$ cat src/rtl/regfile.sv
// regfile -- eight-entry, 16-bit general-purpose register file with
// A/B operand latches and a written-since-reset mask.
//
// Ports:
//   clk       rising-edge clock
//   reset     synchronous, active-high; clears registers, A, B and written
//   data_in   write-back value
//   write     write enable; R[writenum] <= data_in
//   writenum  destination register index
//   readnum   read-port register index
//   loada     A <= data_out
//   loadb     B <= data_out
//   data_out  combinational read of R[readnum]
//   A, B      operand latches feeding the shifter/ALU stage
//   written   bit n set once register n has been written since reset
//
// Optional feature macro: REGFILE_BYPASS_EN
//   When defined, a write to the register being read is forwarded to
//   data_out in the same cycle, so a latch loading in that cycle captures
//   the new value. When undefined, data_out always reflects stored state.

module regfile #(
  parameter int WIDTH = 16,
  parameter int NREGS = 8
) (
  input  logic             clk,
  input  logic             reset,
  input  logic [WIDTH-1:0] data_in,
  input  logic             write,
  input  logic [2:0]       writenum,
  input  logic [2:0]       readnum,
  input  logic             loada,
  input  logic             loadb,
  output logic [WIDTH-1:0] data_out,
  output logic [WIDTH-1:0] A,
  output logic [WIDTH-1:0] B,
  output logic [NREGS-1:0] written
);

  // Registers must all clear on reset, so they are built as flops rather
  // than a RAM; each register's output is gathered into this read array.
  logic [WIDTH-1:0] regs_q [NREGS];
  logic [WIDTH-1:0] stored_rd;
  logic [WIDTH-1:0] a_reg;
  logic [WIDTH-1:0] b_reg;
  logic [NREGS-1:0] written_reg;

  genvar gi;
  generate
    for (gi = 0; gi < NREGS; gi++) begin : g_reg
      logic [WIDTH-1:0] value_reg;

      always_ff @(posedge clk) begin
        if (reset) begin
          value_reg <= '0;
        end else if (write && (writenum == 3'(gi))) begin
          value_reg <= data_in;
        end
      end

      assign regs_q[gi] = value_reg;
    end
  endgenerate

  assign stored_rd = regs_q[readnum];

`ifdef REGFILE_BYPASS_EN
  // Forwarding is purely combinational and is not gated by reset; reset
  // only takes effect at the edge.
  assign data_out = (write && (writenum == readnum)) ? data_in : stored_rd;
`else
  assign data_out = stored_rd;
`endif

  // Operand latches sample data_out as seen just before the edge, so a
  // same-cycle write to the read register is captured old (no bypass) or
  // new (bypass) purely through the data_out mux above.
  always_ff @(posedge clk) begin
    if (reset) begin
      a_reg       <= '0;
      b_reg       <= '0;
      written_reg <= '0;
    end else begin
      if (loada) begin
        a_reg <= data_out;
      end
      if (loadb) begin
        b_reg <= data_out;
      end
      if (write) begin
        written_reg[writenum] <= 1'b1;
      end
    end
  end

  assign A       = a_reg;
  assign B       = b_reg;
  assign written = written_reg;

`ifndef SYNTHESIS
  // An unknown destination index would corrupt an arbitrary register.
  always_ff @(posedge clk) begin
    if (write) begin
      assert (!$isunknown(writenum));
    end
  end
`endif

endmodule

$ cat config.mk
export PLATFORM = sky130hd
export DESIGN_NAME = regfile
export DESIGN_NICKNAME = d
export VERILOG_FILES = /design/src/rtl/regfile.sv
export SDC_FILE = /design/constraint.sdc
export NUM_CORES = 1
export LEC_CHECK = 0
export CAP_MARGIN = 15
export CORE_ASPECT_RATIO = 0.75
export CORE_MARGIN = 2
export CORE_UTILIZATION = 45
export DETAILED_ROUTE_END_ITERATION = 7
export HOLD_SLACK_MARGIN = 0.02
export MAX_ROUTING_LAYER = met4
export PLACE_DENSITY = 0.64
export SYNTH_ARGS = -nofsm -noshare
export SYNTH_HDL_FRONTEND = slang
export SYNTH_SLANG_ARGS = --single-unit
$ cat constraint.sdc
create_clock -name clk -period 3.02 [get_ports clk]
set_clock_uncertainty 0.1 [all_clocks]
set_input_delay 0.453 -clock clk [delete_from_list [all_inputs] [get_ports clk]]
set_output_delay 0.453 -clock clk [all_outputs]
set_load 0.02 [all_outputs]
Yosys cells after proc, flatten, opt, wreduce, memory -nomap -nowiden. Index checks and enable logic that the tools add are counted.

Bits of input ports: 27. Word-level logic and storage cells: 38. Output and inout bits: 56. Flip-flop bits (word level): 168.

$lt $le $gt $ge: 3. Reduce and logical (&&, ||, !) cells: 10. Mux-type cells: 5. Bitwise logic cells: 2. Equality and inequality tests: 7.

Operator list (number): 16-bit binary-select mux with 3-bit select (1); 16-bit two-way mux (2); 3-bit == test (second input constant) (4); 1-bit logical AND (9); 8-bit OR (1); 3-bit by 2-bit == test with 1-bit output (second input constant) (2); 4-bit greater-or-equal comparator (second input constant) (1); 3-bit by 4-bit < comparator with 1-bit output (second input constant) (1); 3-bit NOT with 4-bit output (1); 1-bit demux with 3-bit select (1); 3-bit by 1-bit == test with 1-bit output (second input constant) (1); 3-bit by 1-bit greater-or-equal comparator with 1-bit output (second input constant) (1); 3-bit logical NOT (1); 1-bit two-way mux (1).

Logic depth before layout (Yosys ltp).
Depth in word-level cells: 5. Gate-level depth with buffers: 6. Depth with buffers taken out: 4.

Worst setup path before layout. No wires, ideal clock.

Path kind: input-to-output. Start: in readnum[1]. End: out data_out[15]. Setup slack: 1.104 ns. Data arrival time: 1.363 ns. Required time: 2.467 ns. Stages: 5. Buffers on the path: 1. Cells stage by stage: nor2_1 -> clkbuf_1 -> a22oi_1 -> nand2_1 -> inv_1.

Word-level cells in the longest chain between the ends: 4.

Ends and longest elaborated chain: start, declared (RTL line 31) `input logic [2:0] readnum,`; 3-bit NOT with 4-bit output (implied by the code) (RTL line 65) `assign stored_rd = regs_q[readnum];`; 16-bit binary-select mux with 3-bit select (RTL line 65); 16-bit two-way mux (implied by the code) (2 in a row) (RTL line 65); end, declared (RTL line 34) `output logic [WIDTH-1:0] data_out,`.

No other way between the ends. The select of a mux whose other input is x is not followed.

Worst setup path after layout.
Start: in readnum[1]. End: out data_out[2].

Same word-level chain as after synthesis.

==> metrics.txt <==
# TYPE chip_impl_metric gauge
chip_impl_info{name="run_status",value="completed"} 1
chip_impl_info{name="synth.area.top_cells",value="sky130_fd_sc_hd__dfxtp_1 (48%), sky130_fd_sc_hd__nand2_1 (15%), sky130_fd_sc_hd__a21oi_1 (9.2%), sky130_fd_sc_hd__mux2i_1 (9.2%), sky130_fd_sc_hd__a22oi_1 (3.4%)"} 1
chip_impl_metric{name="post-route-cell-area",unit="um2"} 8490
chip_impl_metric{name="violation_count_after_the_first_detailed_routing_iteration",unit=""} 556
chip_impl_metric{name="timing.setup.tns",unit="ns"} 0
chip_impl_metric{name="routed_wl",unit="um"} 19000
chip_impl_metric{name="area_of_the_mapped_netlist",unit="um2"} 6990
chip_impl_metric{name="post_drt_via_cell_ratio",unit=""} 5.26
chip_impl_metric{name="final_nets",unit=""} 940
chip_impl_metric{name="placed_area",unit="um2"} 7860
chip_impl_metric{name="clock_buffers_created_by_tritoncts",unit=""} 17
chip_impl_metric{name="insertion_delay",unit="ns"} 0.43
chip_impl_metric{name="core_area",unit="um2"} 15200
chip_impl_metric{name="die-height",unit="um"} 112
chip_impl_metric{name="number_of_synthesized_flops_with_an_enable_pin",unit=""} 0
chip_impl_metric{name="dr.pass1.iters",unit=""} 5
chip_impl_metric{name="power_density",unit="nW/um2"} 588
chip_impl_metric{name="setup_ws",unit="ns"} 0.126
chip_impl_metric{name="postRouteAntennaNets",unit=""} 0
chip_impl_info{name="synth_most_common_cell",value="sky130_fd_sc_hd__nand2_1"} 1
chip_impl_metric{name="starting_utilization_of_the_core_area",unit="%"} 45.9
chip_impl_info{name="worst_setup_path_start_kind",value="primary input"} 1
chip_impl_metric{name="report.final.setup_viol",unit=""} 0
chip_impl_metric{name="worst-r2r-cell-count",unit=""} 4
chip_impl_metric{name="worst_ir_drop_vdd",unit="mV"} 0.439
chip_impl_metric{name="cts.sink_count",unit=""} 168
chip_impl_metric{name="dr_total_vias",unit=""} 5947
chip_impl_metric{name="final-max-slew-violation-count",unit=""} 0
chip_impl_metric{name="clock_path_buffers",unit=""} 2
chip_impl_metric{name="dp_slack",unit="ns"} -0.362
chip_impl_metric{name="area_delta_synth_final",unit="%"} 21.4
chip_impl_metric{name="design.die.area",unit="um2"} 16600
chip_impl_info{name="ys.flop_type",value="sky130_fd_sc_hd__dfxtp_1"} 1
chip_impl_metric{name="synth.ff_latch_count",unit=""} 168
chip_impl_metric{name="netlist.area_leader.share",unit="%"} 48.1
chip_impl_metric{name="routabilityCongestion",unit=""} 0.810
chip_impl_metric{name="grt_max_degree",unit=""} 84
chip_impl_metric{name="async_flop_share",unit="%"} 0
chip_impl_info{name="timing.hold.worst.class",value="primary input to flip-flop"} 1
chip_impl_info{name="cts_tree",value="yes"} 1
chip_impl_info{name="worstSetupPathType",value="primary input to primary output"} 1
chip_impl_info{name="setup.worst_path.end_class",value="primary output"} 1
chip_impl_metric{name="antennaDiodeCount",unit=""} 0
chip_impl_metric{name="largest_reg_flops",unit=""} 128
chip_impl_metric{name="first_global_vias",unit=""} 5233
chip_impl_metric{name="final.min_clock_period",unit="ns"} 2.89
chip_impl_metric{name="maxCapViolCount",unit=""} 0
chip_impl_metric{name="timing.critical_path.fanout_max",unit=""} 15
chip_impl_metric{name="register_area_share_after_synthesis",unit="%"} 48.1
chip_impl_metric{name="routedWlPerCell",unit="um"} 16.8
chip_impl_info{name="rsz0062_at_grt",value="false"} 1
chip_impl_metric{name="slew_headroom",unit="%"} 47.0
chip_impl_metric{name="num-fill-cells",unit=""} 1465
chip_impl_metric{name="grt-ovfl-total",unit=""} 0
chip_impl_metric{name="netlist_instances",unit=""} 863
chip_impl_metric{name="yosys_warnings",unit=""} 0
chip_impl_metric{name="grtUsageTotal",unit="%"} 24.3
chip_impl_metric{name="hold-path-cell-count",unit=""} 2
chip_impl_metric{name="worst-endpoint-required",unit="ns"} 2.47
chip_impl_metric{name="row_count",unit=""} 39
chip_impl_metric{name="final_hold_viol_count",unit=""} 0
chip_impl_metric{name="post_synth.cell_area_avg",unit="um2"} 8.10
chip_impl_metric{name="fin_util",unit="%"} 55.8
chip_impl_info{name="netlist_top_cells_count",value="sky130_fd_sc_hd__nand2_1 (276), sky130_fd_sc_hd__dfxtp_1 (168), sky130_fd_sc_hd__a21oi_1 (128)"} 1
chip_impl_metric{name="dp.final_hpwl",unit="um"} 12600
chip_impl_metric{name="initial_antenna_violation_count",unit=""} 0
chip_impl_metric{name="max_freq",unit="GHz"} 0.346
chip_impl_metric{name="power.total",unit="W"} 0.00499
chip_impl_metric{name="dieWidth",unit="um"} 148
chip_impl_metric{name="net_count_after_synthesis",unit=""} 890
chip_impl_info{name="biggest_area_consumer_among_synthesized_cells",value="sky130_fd_sc_hd__dfxtp_1"} 1
chip_impl_info{name="clock_tree.root_cell",value="sky130_fd_sc_hd__clkbuf_16"} 1
chip_impl_metric{name="numPortBuffers",unit=""} 82
chip_impl_metric{name="power_leakage",unit="nW"} 3.13
chip_impl_metric{name="num_io_pins",unit=""} 83
chip_impl_metric{name="detail_route.drc_violations",unit=""} 0
chip_impl_metric{name="clock_tree.htree_level_count",unit=""} 4
chip_impl_metric{name="worstPathArrival",unit="ns"} 2.34
chip_impl_metric{name="grt_first_pass_wirelength",unit="um"} 30000
chip_impl_metric{name="post_cts_hold_buffer_count",unit=""} 0
chip_impl_metric{name="final.period_utilization",unit="%"} 95.8
chip_impl_metric{name="netlist-cell-type-count",unit=""} 27
chip_impl_metric{name="worst_slew_pin_slew",unit="ns"} 0.792
chip_impl_metric{name="fraction_of_layout_instances_using_a_drive_strength_above_1",unit="%"} 7.78
chip_impl_metric{name="cts.reportedPaths.clkPinSlew",unit="ns"} 0.06
critical path, cell delays in order:
cell and delay, ns:
sky130_fd_sc_hd__clkdlybuf4s50_1 0.54, sky130_fd_sc_hd__nor2b_4 0.20, sky130_fd_sc_hd__buf_12 0.15, sky130_fd_sc_hd__a22oi_1 0.16, sky130_fd_sc_hd__nand2_1 0.14, sky130_fd_sc_hd__inv_1 0.08
sky130_fd_sc_hd__clkdlybuf4s50_1 0.60
final cells by class:
class	count	area [um2]	area share [%]
clock buffer	21	470	5.54
timing repair buffer	105	1060	12.5
clock inverter	11	98.8	1.16
tap	205	256	3.02
inverter	16	60.1	0.707
sequential	168	3360	39.6
multi-input combinational	605	3180	37.4
logic make-up (layout without fill, tap and decap cells):
| kind of cell | count (synthesis) | in the layout | synth area share, % |
|---|---|---|---|
| simple gates | 349 | 349 | 19.8 |
| buf+inv | 90 | 153 | 6.80 |
| mux | 64 | 64 | 9.16 |
| compound gates | 192 | 192 | 16.2 |
| flops | 168 | 168 | 48.1 |
layer usage:
| layer | vias up | share of wire [%] | track usage [%] |
|---|---|---|---|
| met4 | 0 | 0.81 | 5.27 |
| met1 | 2754 | 51 | 37.6 |
| met2 | 207 | 39 | 30.6 |
| li1 | 2970 | - | - |
| met5 | - | 0 | - |
| met3 | 16 | 8.7 | 6.89 |
final timing paths:
kind | startpoint | endpoint | slack (ns)
setup reg to reg | g_reg[7].value_reg[1]$_SDFFE_PP0P_ | B[1]$_SDFFE_PP0P_ | 1.71
hold / removal | reset | A[15]$_SDFFE_PP0P_ | 0.34
setup / recovery | readnum[1] | data_out[2] | 0.13
hold reg to reg | g_reg[5].value_reg[6]$_SDFFE_PP0P_ | g_reg[5].value_reg[6]$_SDFFE_PP0P_ | 0.35
metrics by stage:
step / hold slack [ns] / instances
floorplan: 0.336 / 863
global placement: 0.341 / 1097
detailed placement: 0.346 / 1097
CTS: 0.325 / 1129
global route: 0.353 / 1131
finish: 0.337 / 1131
layout by cell type (no fill, tap or decap):
master,Yosys,layout
sky130_fd_sc_hd__a211oi_1,30,30
sky130_fd_sc_hd__and2b_1,1,1
sky130_fd_sc_hd__nand2_2,1,1
sky130_fd_sc_hd__and2_4,0,1
sky130_fd_sc_hd__nand3_1,3,3
sky130_fd_sc_hd__inv_1,16,16
sky130_fd_sc_hd__clkbuf_8,0,3
sky130_fd_sc_hd__nor2_1,50,49
sky130_fd_sc_hd__dfxtp_1,168,168
sky130_fd_sc_hd__a21oi_1,128,128
sky130_fd_sc_hd__nand2b_1,3,3
sky130_fd_sc_hd__nand2_1,276,276
sky130_fd_sc_hd__clkbuf_1,32,1
sky130_fd_sc_hd__bufinv_16,0,1
sky130_fd_sc_hd__mux2i_1,64,64
sky130_fd_sc_hd__a22oi_1,32,32
sky130_fd_sc_hd__clkdlybuf4s50_1,0,80
sky130_fd_sc_hd__nor3_4,1,1
sky130_fd_sc_hd__clkinv_4,0,3
sky130_fd_sc_hd__nor2b_4,0,2
sky130_fd_sc_hd__nor2_4,0,1
sky130_fd_sc_hd__nor2_2,6,6
sky130_fd_sc_hd__nor3_2,1,1
sky130_fd_sc_hd__nand3_2,1,1
sky130_fd_sc_hd__nand4_1,1,1
sky130_fd_sc_hd__nor2b_1,4,2
sky130_fd_sc_hd__buf_12,3,6
sky130_fd_sc_hd__clkinvlp_4,0,3
sky130_fd_sc_hd__clkbuf_16,0,17
sky130_fd_sc_hd__a211oi_2,2,2
sky130_fd_sc_hd__buf_4,6,19
sky130_fd_sc_hd__clkinv_2,0,4
what timing repair did:
action,CTS,global route
resized for setup,7,1
hold endpoints to repair,0,0
setup endpoints to repair,16,12
buffers inserted,0,2
report_power, final:
| group | switching [W] | internal, W | total (W) |
|---|---|---|---|
| registers | 0.0000341 | 0.00229 | 0.00232 |
| clock network | 0.000882 | 0.00120 | 0.00208 |
| logic | 0.000351 | 0.000243 | 0.000595 |
Power figures use the tool's default switching activity.
==> patch: new RTL, same flow settings <==
Add a define of `REGFILE_BYPASS_EN`.
--- a/src/rtl/regfile.sv
+++ b/src/rtl/regfile.sv
@@ -20,2 +20,4 @@
 //   the new value. When undefined, data_out always reflects stored state.
+
+`define REGFILE_BYPASS_EN
 
Behaviour: not the same (Yosys sat finds a counterexample within 4 cycles, from zero or initial values and one cycle with reset high).
==> patch against the unedited design <==
  * Total power up 1.9%
  * Setup slack better by 0.0066 ns
  * Routed wire length up 9.6%
  * Synthesized area up 8.3%
  * Sequential cell count unchanged
  * Cell count up 3.2%
  * Via count up 8.7%
  * Clock power up 9.6%
  * Design area up 11%
  * Critical endpoint is now data_out[5]
  * Highest routed layer unchanged
==> patch: results (changes against the unedited design) <==
Syn_nets: 889 (-0.11%)
Dpl ws: -0.350 ns (+0.0114 ns)
Layout clock buffers: 21 (unchanged)
Worst-path maximum fanout: 23 (+8)
WL met1: 10.1 mm (+3.4%)
Sequential share of cell area: 35.8% (-3.8 points)
Critical path's slowest cell: or4_2
#MultiIn Comb: 584 (-3.5%)
Post-Place Cells: 1136 (+3.6%)
Clock-cell share of area: 6.63% (-0.078 points)
Non-clk buf share: 13.7% (+1.2 points)
Worst flop-to-flop path startpoint: g_reg[0].value_reg[7]
GR Util met3: 5.34% (-1.5 points)
FF-to-FF path depth: 5 (+1)
Seq_cells: 168 (unchanged)
Detailed Route Iter0 Violations: 559 (+0.54%)
Clk_lat worst skew: 0.43 ns (about the same)
Routed len/inst: 17.9 um (+6.3%)
Slew headroom: 43.1% (-3.9 points)
Switching share of power: 24.0% (-1.4 points)
Worst path max stage delay: 0.69 ns (+0.09 ns)
Nonclk buf count: 152 (+45%)
Design Area, Final: 9390 um2 (+11%)
Via count: 6463 (+8.7%)
Leakage: 0.00344 uW (+9.9%)
Hold_ws: 0.315 ns (-0.0221 ns)
Largest net degree at the start of global routing: 106 (+26%)
Post-synthesis sequential area ratio: 44.4% (-3.7 points)
Pwr dens: 542 nW/um2 (-7.8%)
R2R Setup Slk: 1.38 ns (-0.33 ns)
DR WL met2: 9.05 mm (+22%)
First-pass GRT wire length: 32.8 mm (+9.5%)
Status: complete, no violations
Placer's final routability congestion estimate: 0.776 (-4.2%)
Met2 Usage GRT: 36.2% (+5.6 points)
Total GRT Usage: 24.3% (+0.059 points)
Synth top area cells: dfxtp_1 (44%), nand2_1 (13%), mux4_2 (9.5%)
R2R Path End: A[7]
Layout Nets: 967 (+2.9%)
Post-DP HPWL: 13.5 mm (+7.3%)
Mapped Area: 7570 um2 (+8.3%)
Post-synth cell types: 28 (+3.7%)
# fillers: 1483 (+1.2%)
Layout cells sized above 1: 20.3% (+12 points)
Synth Instances: 862 (-0.12%)
Met3 WL post-DR: 1.46 mm (-11%)
Invs w/o clock: 17 (+1)
Share of the synthesized area in the top cell type: 44.4% (-3.7 points)
Comb power frac: 10.2% (-1.7 points)
Vias in the first global route: 5960 (+14%)
Area of the multi-input gates: 3780 um2 (+19%)
Worst Hold Endpoint: g_reg[3].value_reg[1]
Hold Startpoint: reset
Worst IR drop on VDD: 0.000393 V (-10%)
Finished Layout Cells: 1167 (+3.2%)
Dpl cell area: 8840 um2 (+13%)
==> patch: worst reg2reg max path: stages (launching register included) <==
cell      delay [ns]
dfxtp_1         0.32
mux4_2          0.51
mux2i_1         0.21
buf_4           0.16
buf_4           0.10
o221ai_1        0.12
==> patch: cell families after synthesis <==
logic type | share of synthesized area (%)
AND/OR/NAND/NOR | 22.7
XOR/XNOR | 0.347
multiplexers | 13.7
buffers and inverters | 6.11
AO/OA/AOI/OAI | 12.7
flip-flops | 44.4
==> patch: what timing repair did <==
item,in CTS,in global routing
resized for setup,37,16
endpoints found under the hold margin,0,0
endpoints found under the setup margin,16,16
==> patch: worst max path at each step <==
stage                start            to  slack (ns)
2_1_floorplan   readnum[2]   data_out[0]        0.48
3_3_place_gp    readnum[1]  data_out[10]       -0.34
3_5_place_dp    readnum[1]   data_out[4]       -0.35
4_1_cts        writenum[2]   data_out[5]      0.0004
5_1_grt        writenum[2]   data_out[5]        0.03
6_report       writenum[2]   data_out[5]        0.13
